### config.mk
export PLATFORM = sky130hd
export DESIGN_NAME = qf_sync_req_arb_flat
export DESIGN_NICKNAME = d
export VERILOG_FILES = /design/src/rtl/qf_sync_req_arb_pkg.sv /design/src/rtl/qf_sync_req_arb_if.sv /design/src/rtl/qf_dff.sv /design/src/rtl/qf_rr_arb.sv /design/src/rtl/qf_sync_req_arb.sv /design/src/flat_wrapper.sv
export SDC_FILE = /design/constraint.sdc
export NUM_CORES = 1
export LEC_CHECK = 0
export CAP_MARGIN = 20
export CORE_MARGIN = 1
export CORE_UTILIZATION = 25
export DETAILED_ROUTE_END_ITERATION = 10
export GPL_TIMING_DRIVEN = 0
export PLACE_DENSITY = 0.65
export SLEW_MARGIN = 20
export SYNTH_ARGS = -nofsm -noshare
export SYNTH_HDL_FRONTEND = slang
export SYNTH_SLANG_ARGS = --single-unit
### constraint.sdc
create_clock -name dest_clk -period 5.45 [get_ports dest_clk]
set_input_delay 1.09 -clock dest_clk [delete_from_list [all_inputs] [get_ports dest_clk]]
set_output_delay 1.09 -clock dest_clk [all_outputs]
set_load 0.01 [all_outputs]
### src/rtl/qf_sync_req_arb_pkg.sv
// Shared constants and helpers for the toggle-request synchronizer/arbiter.
package qf_sync_arb_pkg;

    // Depth of the request-toggle synchronizer (qf_dff is a 2-flop chain).
    localparam int SYNC_LAT = 2;

    // Widest requester vector the round-robin helper handles.
    localparam int RR_MAX = 16;

    typedef struct packed {
        logic       found;
        logic [3:0] idx;
    } rr_pick_t;

    // Round-robin pick: first set bit of pend scanning upward from last+1,
    // wrapping modulo n. The found flag is clear when nothing is pending.
    function automatic rr_pick_t rr_pick(input logic [RR_MAX-1:0] pend,
                                         input logic [3:0]        last,
                                         input int                n);
        rr_pick_t r;
        int       j;
        r.found = 1'b0;
        r.idx   = 4'd0;
        for (int k = 1; k <= RR_MAX; k++) begin
            if (k <= n) begin
                j = (int'(last) + k) % n;
                if (!r.found && pend[j[3:0]]) begin
                    r.found = 1'b1;
                    r.idx   = j[3:0];
                end
            end
        end
        return r;
    endfunction

endpackage

### src/rtl/qf_sync_req_arb_if.sv
// Request/ack and output handshake bundle of qf_sync_req_arb.
// master: the arbiter side; slave: the requesters plus downstream consumer.
interface qf_sync_req_arb_if #(
    parameter int NUM_REQ    = 4,
    parameter int DATA_WIDTH = 32
);
    localparam int ID_W = $clog2(NUM_REQ);

    logic [NUM_REQ-1:0]            src_req_tgl;
    logic [NUM_REQ*DATA_WIDTH-1:0] src_data;
    logic                          arb_en;
    logic [NUM_REQ-1:0]            dest_ack_tgl;
    logic                          out_valid;
    logic                          out_ready;
    logic [DATA_WIDTH-1:0]         out_data;
    logic [ID_W-1:0]               out_id;
    logic [NUM_REQ-1:0]            pending;

    modport master (
        input  src_req_tgl, src_data, arb_en, out_ready,
        output dest_ack_tgl, out_valid, out_data, out_id, pending
    );

    modport slave (
        output src_req_tgl, src_data, arb_en, out_ready,
        input  dest_ack_tgl, out_valid, out_data, out_id, pending
    );

endinterface

### src/rtl/qf_dff.sv
// Two-flop synchronizer for a vector of independent level/toggle signals.
module qf_dff #(
    parameter int PAR_DFF_WIDTH = 1
) (
    input  logic                     clk,
    input  logic                     rst_n,
    input  logic [PAR_DFF_WIDTH-1:0] d,
    output logic [PAR_DFF_WIDTH-1:0] q
);

    logic [PAR_DFF_WIDTH-1:0] meta_reg;
    logic [PAR_DFF_WIDTH-1:0] sync_reg;

    // Metastability-settling chain; first stage may go metastable, second is clean.
    always_ff @(posedge clk or negedge rst_n) begin
        if (!rst_n) begin
            meta_reg <= '0;
            sync_reg <= '0;
        end else begin
            meta_reg <= d;
            sync_reg <= meta_reg;
        end
    end

    assign q = sync_reg;

endmodule

### src/rtl/qf_rr_arb.sv
// Round-robin picker over the pending vector plus the last-grant pointer.
module qf_rr_arb
    import qf_sync_arb_pkg::*;
#(
    parameter  int NUM_REQ = 4,
    localparam int ID_W    = $clog2(NUM_REQ)
) (
    input  logic               dest_clk,
    input  logic               dest_rst_n,
    input  logic [NUM_REQ-1:0] pend,
    input  logic               grant_en,
    output logic               grant,
    output logic [ID_W-1:0]    grant_id
);

    logic [ID_W-1:0] last_grant_reg;
    rr_pick_t        pick;

    // Winner search starts just above the previous winner.
    always_comb begin
        pick     = rr_pick(RR_MAX'(pend), 4'(last_grant_reg), NUM_REQ);
        grant    = grant_en && pick.found;
        grant_id = pick.idx[ID_W-1:0];
    end

    // Pointer resets to the top index so requester 0 has first priority.
    always_ff @(posedge dest_clk or negedge dest_rst_n) begin
        if (!dest_rst_n) begin
            last_grant_reg <= ID_W'(NUM_REQ - 1);
        end else if (grant) begin
            last_grant_reg <= grant_id;
        end
    end

endmodule

### src/rtl/qf_sync_req_arb.sv
// Destination-side receiver for two-phase requests: synchronizes the request
// toggles, arbitrates round-robin and forwards one word at a time on a
// valid/ready output, answering each served request with an ack toggle.
// A requester that toggles twice without waiting for its ack cancels its own
// request through the XOR; that is a source protocol error and is not flagged.
module qf_sync_req_arb
    import qf_sync_arb_pkg::*;
#(
    parameter  int NUM_REQ    = 4,
    parameter  int DATA_WIDTH = 32,
    localparam int ID_W       = $clog2(NUM_REQ)
) (
    input  logic               dest_clk,
    input  logic               dest_rst_n,
    qf_sync_req_arb_if.master  bus
);

    logic [NUM_REQ-1:0]    req_s;
    logic [NUM_REQ-1:0]    pend_c;
    logic [NUM_REQ-1:0]    ack_reg;
    logic [NUM_REQ-1:0]    pending_reg;
    logic [NUM_REQ-1:0]    grant_onehot;
    logic                  out_valid_reg;
    logic [DATA_WIDTH-1:0] out_data_reg;
    logic [ID_W-1:0]       out_id_reg;
    logic                  slot_free;
    logic                  grant_en;
    logic                  grant;
    logic [ID_W-1:0]       grant_id;
    logic [DATA_WIDTH-1:0] data_arr [NUM_REQ];

    qf_dff #(
        .PAR_DFF_WIDTH(NUM_REQ)
    ) u_req_sync (
        .clk  (dest_clk),
        .rst_n(dest_rst_n),
        .d    (bus.src_req_tgl),
        .q    (req_s)
    );

    // A request is outstanding while its synchronized toggle differs from our ack.
    always_comb begin
        pend_c    = req_s ^ ack_reg;
        slot_free = !out_valid_reg || bus.out_ready;
        grant_en  = bus.arb_en && slot_free;
    end

    qf_rr_arb #(
        .NUM_REQ(NUM_REQ)
    ) u_rr_arb (
        .dest_clk  (dest_clk),
        .dest_rst_n(dest_rst_n),
        .pend      (pend_c),
        .grant_en  (grant_en),
        .grant     (grant),
        .grant_id  (grant_id)
    );

    // Per-requester data slices and one-hot ack-toggle enables.
    generate
        for (genvar gi = 0; gi < NUM_REQ; gi++) begin : g_req
            assign data_arr[gi]     = bus.src_data[gi*DATA_WIDTH +: DATA_WIDTH];
            assign grant_onehot[gi] = grant && (grant_id == ID_W'(gi));
        end
    endgenerate

    // Ack toggles for the winner; the toggle clears its pend_c bit next cycle.
    always_ff @(posedge dest_clk or negedge dest_rst_n) begin
        if (!dest_rst_n) begin
            ack_reg     <= '0;
            pending_reg <= '0;
        end else begin
            ack_reg     <= ack_reg ^ grant_onehot;
            pending_reg <= pend_c;
        end
    end

    // Output holding register; data/id only move when the slot is free.
    always_ff @(posedge dest_clk or negedge dest_rst_n) begin
        if (!dest_rst_n) begin
            out_valid_reg <= 1'b0;
            out_data_reg  <= '0;
            out_id_reg    <= '0;
        end else if (grant) begin
            out_valid_reg <= 1'b1;
            out_data_reg  <= data_arr[grant_id];
            out_id_reg    <= grant_id;
        end else if (out_valid_reg && bus.out_ready) begin
            out_valid_reg <= 1'b0;
        end
    end

    assign bus.dest_ack_tgl = ack_reg;
    assign bus.out_valid    = out_valid_reg;
    assign bus.out_data     = out_data_reg;
    assign bus.out_id       = out_id_reg;
    assign bus.pending      = pending_reg;

endmodule
### src/flat_wrapper.sv
// flat-port wrapper written by rule: the top's interface ports become plain ports
module qf_sync_req_arb_flat import qf_sync_arb_pkg::*;
#(
    parameter  int NUM_REQ    = 4,
    parameter  int DATA_WIDTH = 32,
    localparam int ID_W       = $clog2(NUM_REQ)
)
  (dest_clk, dest_rst_n, bus_src_req_tgl, bus_src_data, bus_arb_en, bus_out_ready, bus_dest_ack_tgl, bus_out_valid, bus_out_data, bus_out_id, bus_pending);
  qf_sync_req_arb_if #(.NUM_REQ(NUM_REQ), .DATA_WIDTH(DATA_WIDTH)) bus_i ();
  input  logic dest_clk;
  input  logic dest_rst_n;
  input wire logic [$bits(bus_i.src_req_tgl)-1:0] bus_src_req_tgl;
  input wire logic [$bits(bus_i.src_data)-1:0] bus_src_data;
  input wire logic [$bits(bus_i.arb_en)-1:0] bus_arb_en;
  input wire logic [$bits(bus_i.out_ready)-1:0] bus_out_ready;
  output wire logic [$bits(bus_i.dest_ack_tgl)-1:0] bus_dest_ack_tgl;
  output wire logic [$bits(bus_i.out_valid)-1:0] bus_out_valid;
  output wire logic [$bits(bus_i.out_data)-1:0] bus_out_data;
  output wire logic [$bits(bus_i.out_id)-1:0] bus_out_id;
  output wire logic [$bits(bus_i.pending)-1:0] bus_pending;
  assign bus_i.src_req_tgl = bus_src_req_tgl;
  assign bus_i.src_data = bus_src_data;
  assign bus_i.arb_en = bus_arb_en;
  assign bus_i.out_ready = bus_out_ready;
  assign bus_dest_ack_tgl = bus_i.dest_ack_tgl;
  assign bus_out_valid = bus_i.out_valid;
  assign bus_out_data = bus_i.out_data;
  assign bus_out_id = bus_i.out_id;
  assign bus_pending = bus_i.pending;
  qf_sync_req_arb #(.NUM_REQ(NUM_REQ), .DATA_WIDTH(DATA_WIDTH)) u_core (.dest_clk(dest_clk), .dest_rst_n(dest_rst_n), .bus(bus_i));
endmodule
Word level (Yosys, flattened, before mapping)
Cells that the tools add are included.
{ "op_classes": {"n_addsub": 4, "order_cmp": 5, "eq_ne": 3, "n_mux": 17, "bitwise_logic": 7, "n_reduce_logical": 21} }
{ "op_table": {"columns": ["cell", "count"], "rows": [
  ["$bmux W32 S2", 1],
  ["$mux W32", 2],
  ["$lt A4 B5 Y1 const B", 4],
  ["$mux W5", 4],
  ["$bmux W1 S3", 4],
  ["$logic_and A1 B1 Y1", 10],
  ["$reduce_or A2 Y1", 4],
  ["$xor A4 B4 Y4", 2],
  ["$mux W1", 6],
  ["$add A2 B1 Y2 const B", 2],
  ["$add A2 B2 Y2 const B", 2],
  ["$and A1 B1 Y1 const A", 4],
  ["$eq A2 B2 Y1 const B", 2],
  ["$logic_not A1 Y1", 4],
  ["$ge A3 B3 Y1 const B", 1],
  ["$not A2 Y3", 1],
  ["$eq A2 B1 Y1 const B", 1],
  ["$logic_not A2 Y1", 1],
  ["$reduce_bool A2 Y1", 1],
  ["$logic_or A1 B1 Y1", 1]
]} }
{ "word_totals": {"register_bits": 53, "wordCells": 65} }

Longest topological paths before layout
{ "depth": {"word_depth": 19, "mapped_depth": 9} }

By module
From an unflattened synthesis, not the netlist that was laid out.
{ "hier_totals": {"hier_cells": 241, "hier_area_um2": 2889.0} }
{ "modules_own_cells": {"columns": ["mod", "n_inst", "cells_each", "area_per_inst_um2", "seq_area_each_um2"], "rows": [
  ["qf_sync_req_arb", 1, 209, 2483.6, 1076.0],
  ["qf_rr_arb", 1, 24, 205.2, 52.6],
  ["qf_dff", 1, 8, 200.2, 200.2]
]} }

Worst setup path after synthesis
Ideal clock, no wire load.
{ "synth_timing": {"kind": "in2reg", "from": "in bus_out_ready", "to": "reg u_core.out_data_reg[10], in the netlist u_core.bus.out_data[10]", "arrival_time_ns": 2.177, "slack_ns": 3.188, "stages": 7, "n_path_buf": 3, "path_cell_list": "nand2b_1 nand2b_4 buf_6 or3_1 buf_6 buf_6 o221ai_2"} }
{ "synth_between": {"elab_chain_len": 3} }
{ "synth_lines": {"columns": ["item", "line_no", "rtl"], "rows": [
  ["start, declared", "flat_wrapper.sv:15", "input wire logic [$bits(bus_i.out_ready)-1:0] bus_out_ready;"],
  ["$logic_or A1 B1 Y1", "qf_sync_req_arb.sv:44", "slot_free = !out_valid_reg || bus.out_ready;"],
  ["$logic_and A1 B1 Y1", "qf_sync_req_arb.sv:45", "grant_en = bus.arb_en && slot_free;"],
  ["$logic_and A1 B1 Y1", "qf_rr_arb.sv:22", "grant = grant_en && pick.found;"],
  ["end signal, assigned", "qf_sync_req_arb.sv:86", "out_data_reg <= data_arr[grant_id];"],
  ["end, declared", "qf_sync_req_arb.sv:24", "logic [DATA_WIDTH-1:0] out_data_reg;"]
]} }
No other way between the ends.
A chain may end at the register's enable or synchronous reset.

Worst setup path in the final report
{ "layout_timing": {"from": "in bus_out_ready", "to": "reg u_core.out_data_reg[0], in the netlist u_core.bus.out_data[0]"} }
Same word-level chain as after synthesis.

==> impl_metrics.tcl <==
set metrics [dict create \
    start_util_pct 25.80 \
    crit_path_start_kind "input port" \
    insertion_delay_ns 0.29 \
    synth.top_cell.area_share_pct 42.95 \
    multi_input_area_sq_um 1499 \
    synth_edf_count 0 \
    ios 179 \
    dp.cells 559 \
    area_growth_pct 71.07 \
    synth-async-reset-ratio_pct 100.0 \
    num_antenna_cells 0 \
    cts_buffers 5 \
    fin_cells 567 \
    largest_reg_flops 32 \
    netlist_area_sq_um 2972 \
    top_layer "met4" \
    yosys.area.top_type "dfrtp_1" \
    wire_per_inst_um 16.17 \
    grt_util_all_layers_pct 14.88 \
    ys_warn_count 0 \
    p_seq_share_pct 24.0 \
    crit_path_max_fanout 10 \
    drive_gt1_share_pct 14.15 \
    drv_cap 0 \
    antenna_found_initial 0 \
    min_path_cells 0 \
    path_class "input port to flop" \
    setup_viol 0 \
    die_w_um 111.0 \
    rows 39 \
    postCtsHoldBufs 0 \
    p_leak_uw 0.002129 \
    wl_met2_mm 4.506 \
    relSlewSlack_pct 54.22 \
    clockBufferDepth 2 \
    slew_viol_final 0 \
    dr_total_vias 2611 \
    pre_cts_ws_ns 2.357 \
    syn_nets 374 \
    pwr-share-comb_pct 64.1 \
    setup_ws_ns 2.670 \
    dpl.hpwl_mm 7.155 \
    syn-mean-instance-area_sq_um 12.49 \
    cts_sinks 53 \
    power.switching_uw 1130 \
    violations "DRC" \
    grt_pass1_vias 2782 \
    drt-initial-drc-count 91 \
    ant_nets 0 \
    firstDrtPassIters 7 \
    grt_pass1_wl_mm 14.64 \
    port_buffers 178 \
    ys_seq_area_share_pct 44.72 \
    vdd_drop_max_mv 0.2297 \
    dieArea_sq_um 12330 \
    hold_violations 0 \
    fin_crit_ns 2.780 \
    synth-main-ff-cell "dfrtp_1" \
    swShare_pct 40.54 \
    endpoint_kind "flop" \
    post-cts-setup-buffers 0 \
    synth_cell_types 32 \
    critPathArrivalTime_ns 2.98 \
    ctsResizeCount 0 \
    viasPerCell 4.605 \
    gp_congestion 0.7112 \
    powerDensity_nw_per_um2 548.5 \
    skew_ns 0.009774 \
    fillers 1088 \
    tns_ns 0 \
    h-tree-depth 2 \
    clkPwrFrac_pct 11.9 \
    seqCellArea_sq_um 1329 \
    wl_met1_mm 3.870 \
    fmaxAchievable_ghz 0.3598 \
    p_int_uw 1658 \
    nets 559 \
    grt_overflow 0 \
    synth_seq_cells 53 \
    cts_tree "built" \
    reg2reg_depth 8 \
    grt_max_degree 54 \
    hp-class "flop to flop" \
    required_ns 5.65 \
    met3_length_um 767 \
    rsz0062_at_grt "no" \
    synth_area_leaders "dfrtp_1 (43%), mux2i_1 (22%), o221ai_2 (14%)" \
    core_sq_um 11520 \
    synthCells 238 \
    finalCritPeriodShare_pct 51.00 \
    path_clk_slew_ns 0.08 \
    final_core_util_pct 44.14 \
    status "finished with violations" \
    wl_mm 9.168 \
    cts-root-buf "clkbuf_16" \
    worst_pin_slew_ns 0.6867 \
    die_h_um 111.0 \
    drcViolationCount 28 \
]
worst paths after layout:
check | startpoint | end | slack (ns)
max | bus_out_ready | u_core.bus.out_data[0] | 2.67
min | u_core.u_req_sync.meta_reg[1] | u_core.u_req_sync.q[1] | 0.35
max reg2reg | u_core.bus.dest_ack_tgl[2] | u_core.bus.out_data[13] | 2.98
min reg2reg | u_core.u_req_sync.meta_reg[1] | u_core.u_req_sync.q[1] | 0.35
max in group asynchronous | dest_rst_n | u_core.bus.out_data[14] | 4.15
min in group asynchronous | dest_rst_n | u_core.u_req_sync.q[0] | 0.83
cell type report:
cell class              instances  area share, %
multi-input cells             164          29.49
inverters                       2         0.1477
clock inverters                 3         0.5661
plain buffers                  19          2.683
well taps                     143          3.520
repair buffers                178          35.00
clock buffers                   5          2.461
flip-flops and latches         53          26.14
cell usage after synthesis, types with 3 or more instances:
| library cell | instances |
|---|---|
| xnor2_1 | 3 |
| o221ai_2 | 28 |
| dfrtp_1 | 51 |
| mux2i_1 | 65 |
| clkbuf_1 | 3 |
| buf_2 | 7 |
| xor2_1 | 3 |
| nand2_1 | 37 |
| buf_6 | 6 |
| o221ai_1 | 5 |
cells in the final DEF (no fill, tap or decap), types with 2 or more instances in the layout:
cell type          n
xor2_1             3
buf_4              3
nand2_1           37
mux2i_1           65
o211ai_1           2
nor4_1             2
xor2_2             2
o221ai_1           5
o221ai_2          28
nand2b_1           2
clkbuf_1           3
buf_6              6
clkbuf_16          5
dfrtp_1           51
clkdlybuf4s50_1  177
o21a_1             2
xnor2_1            3
inv_1              2
buf_2              7
dfstp_2            2
per-stage QoR:
stage,cell area [sq um],hold WS (ns),total power [uW]
after global routing,5084,0.3637,2992
after floorplan,2972,0.3312,1818
after global placement,4932,0.3313,2476
after CTS,5084,0.3556,2847
after detailed placement,4930,0.3364,2498
final,5084,0.3531,2788
critical path, cell delays in order:
cell	delay (ns)
clkdlybuf4s50_1	0.45
nand2b_1	0.20
nor2b_1	0.45
o21ai_1	0.30
buf_2	0.31
o221ai_1	0.18
cell families after synthesis:
| logic type | count (synthesis) | synth area share, % |
|---|---|---|
| flip-flops | 53 | 44.72 |
| AND/OR/NAND/NOR | 45 | 6.526 |
| multiplexers | 65 | 21.89 |
| XOR/XNOR | 8 | 2.863 |
| buffers and inverters | 21 | 4.842 |
| AO/OA/AOI/OAI | 46 | 19.16 |
power by group through the flow:
| stage | sequential [uW] | clock (uW) | combinational, uW |
|---|---|---|---|
| 6_report | 670 | 332 | 1790 |
| 5_1_grt | 692 | 361 | 1940 |
| 4_1_cts | 671 | 349 | 1830 |
| 3_5_place_dp | 674 | 0 | 1820 |
| 3_3_place_gp | 669 | 0 | 1810 |
| 2_1_floorplan | 739 | 0 | 1080 |
layer usage:
| metal | GRT usage (%) | vias up |
|---|---|---|
| li1 | - | 1262 |
| met4 | 2.162 | 0 |
| met5 | 0 | - |
| met1 | 17.92 | 1227 |
| met2 | 26.46 | 120 |
| met3 | 4.647 | 2 |
No activity file was read; power rests on OpenSTA's default activity.
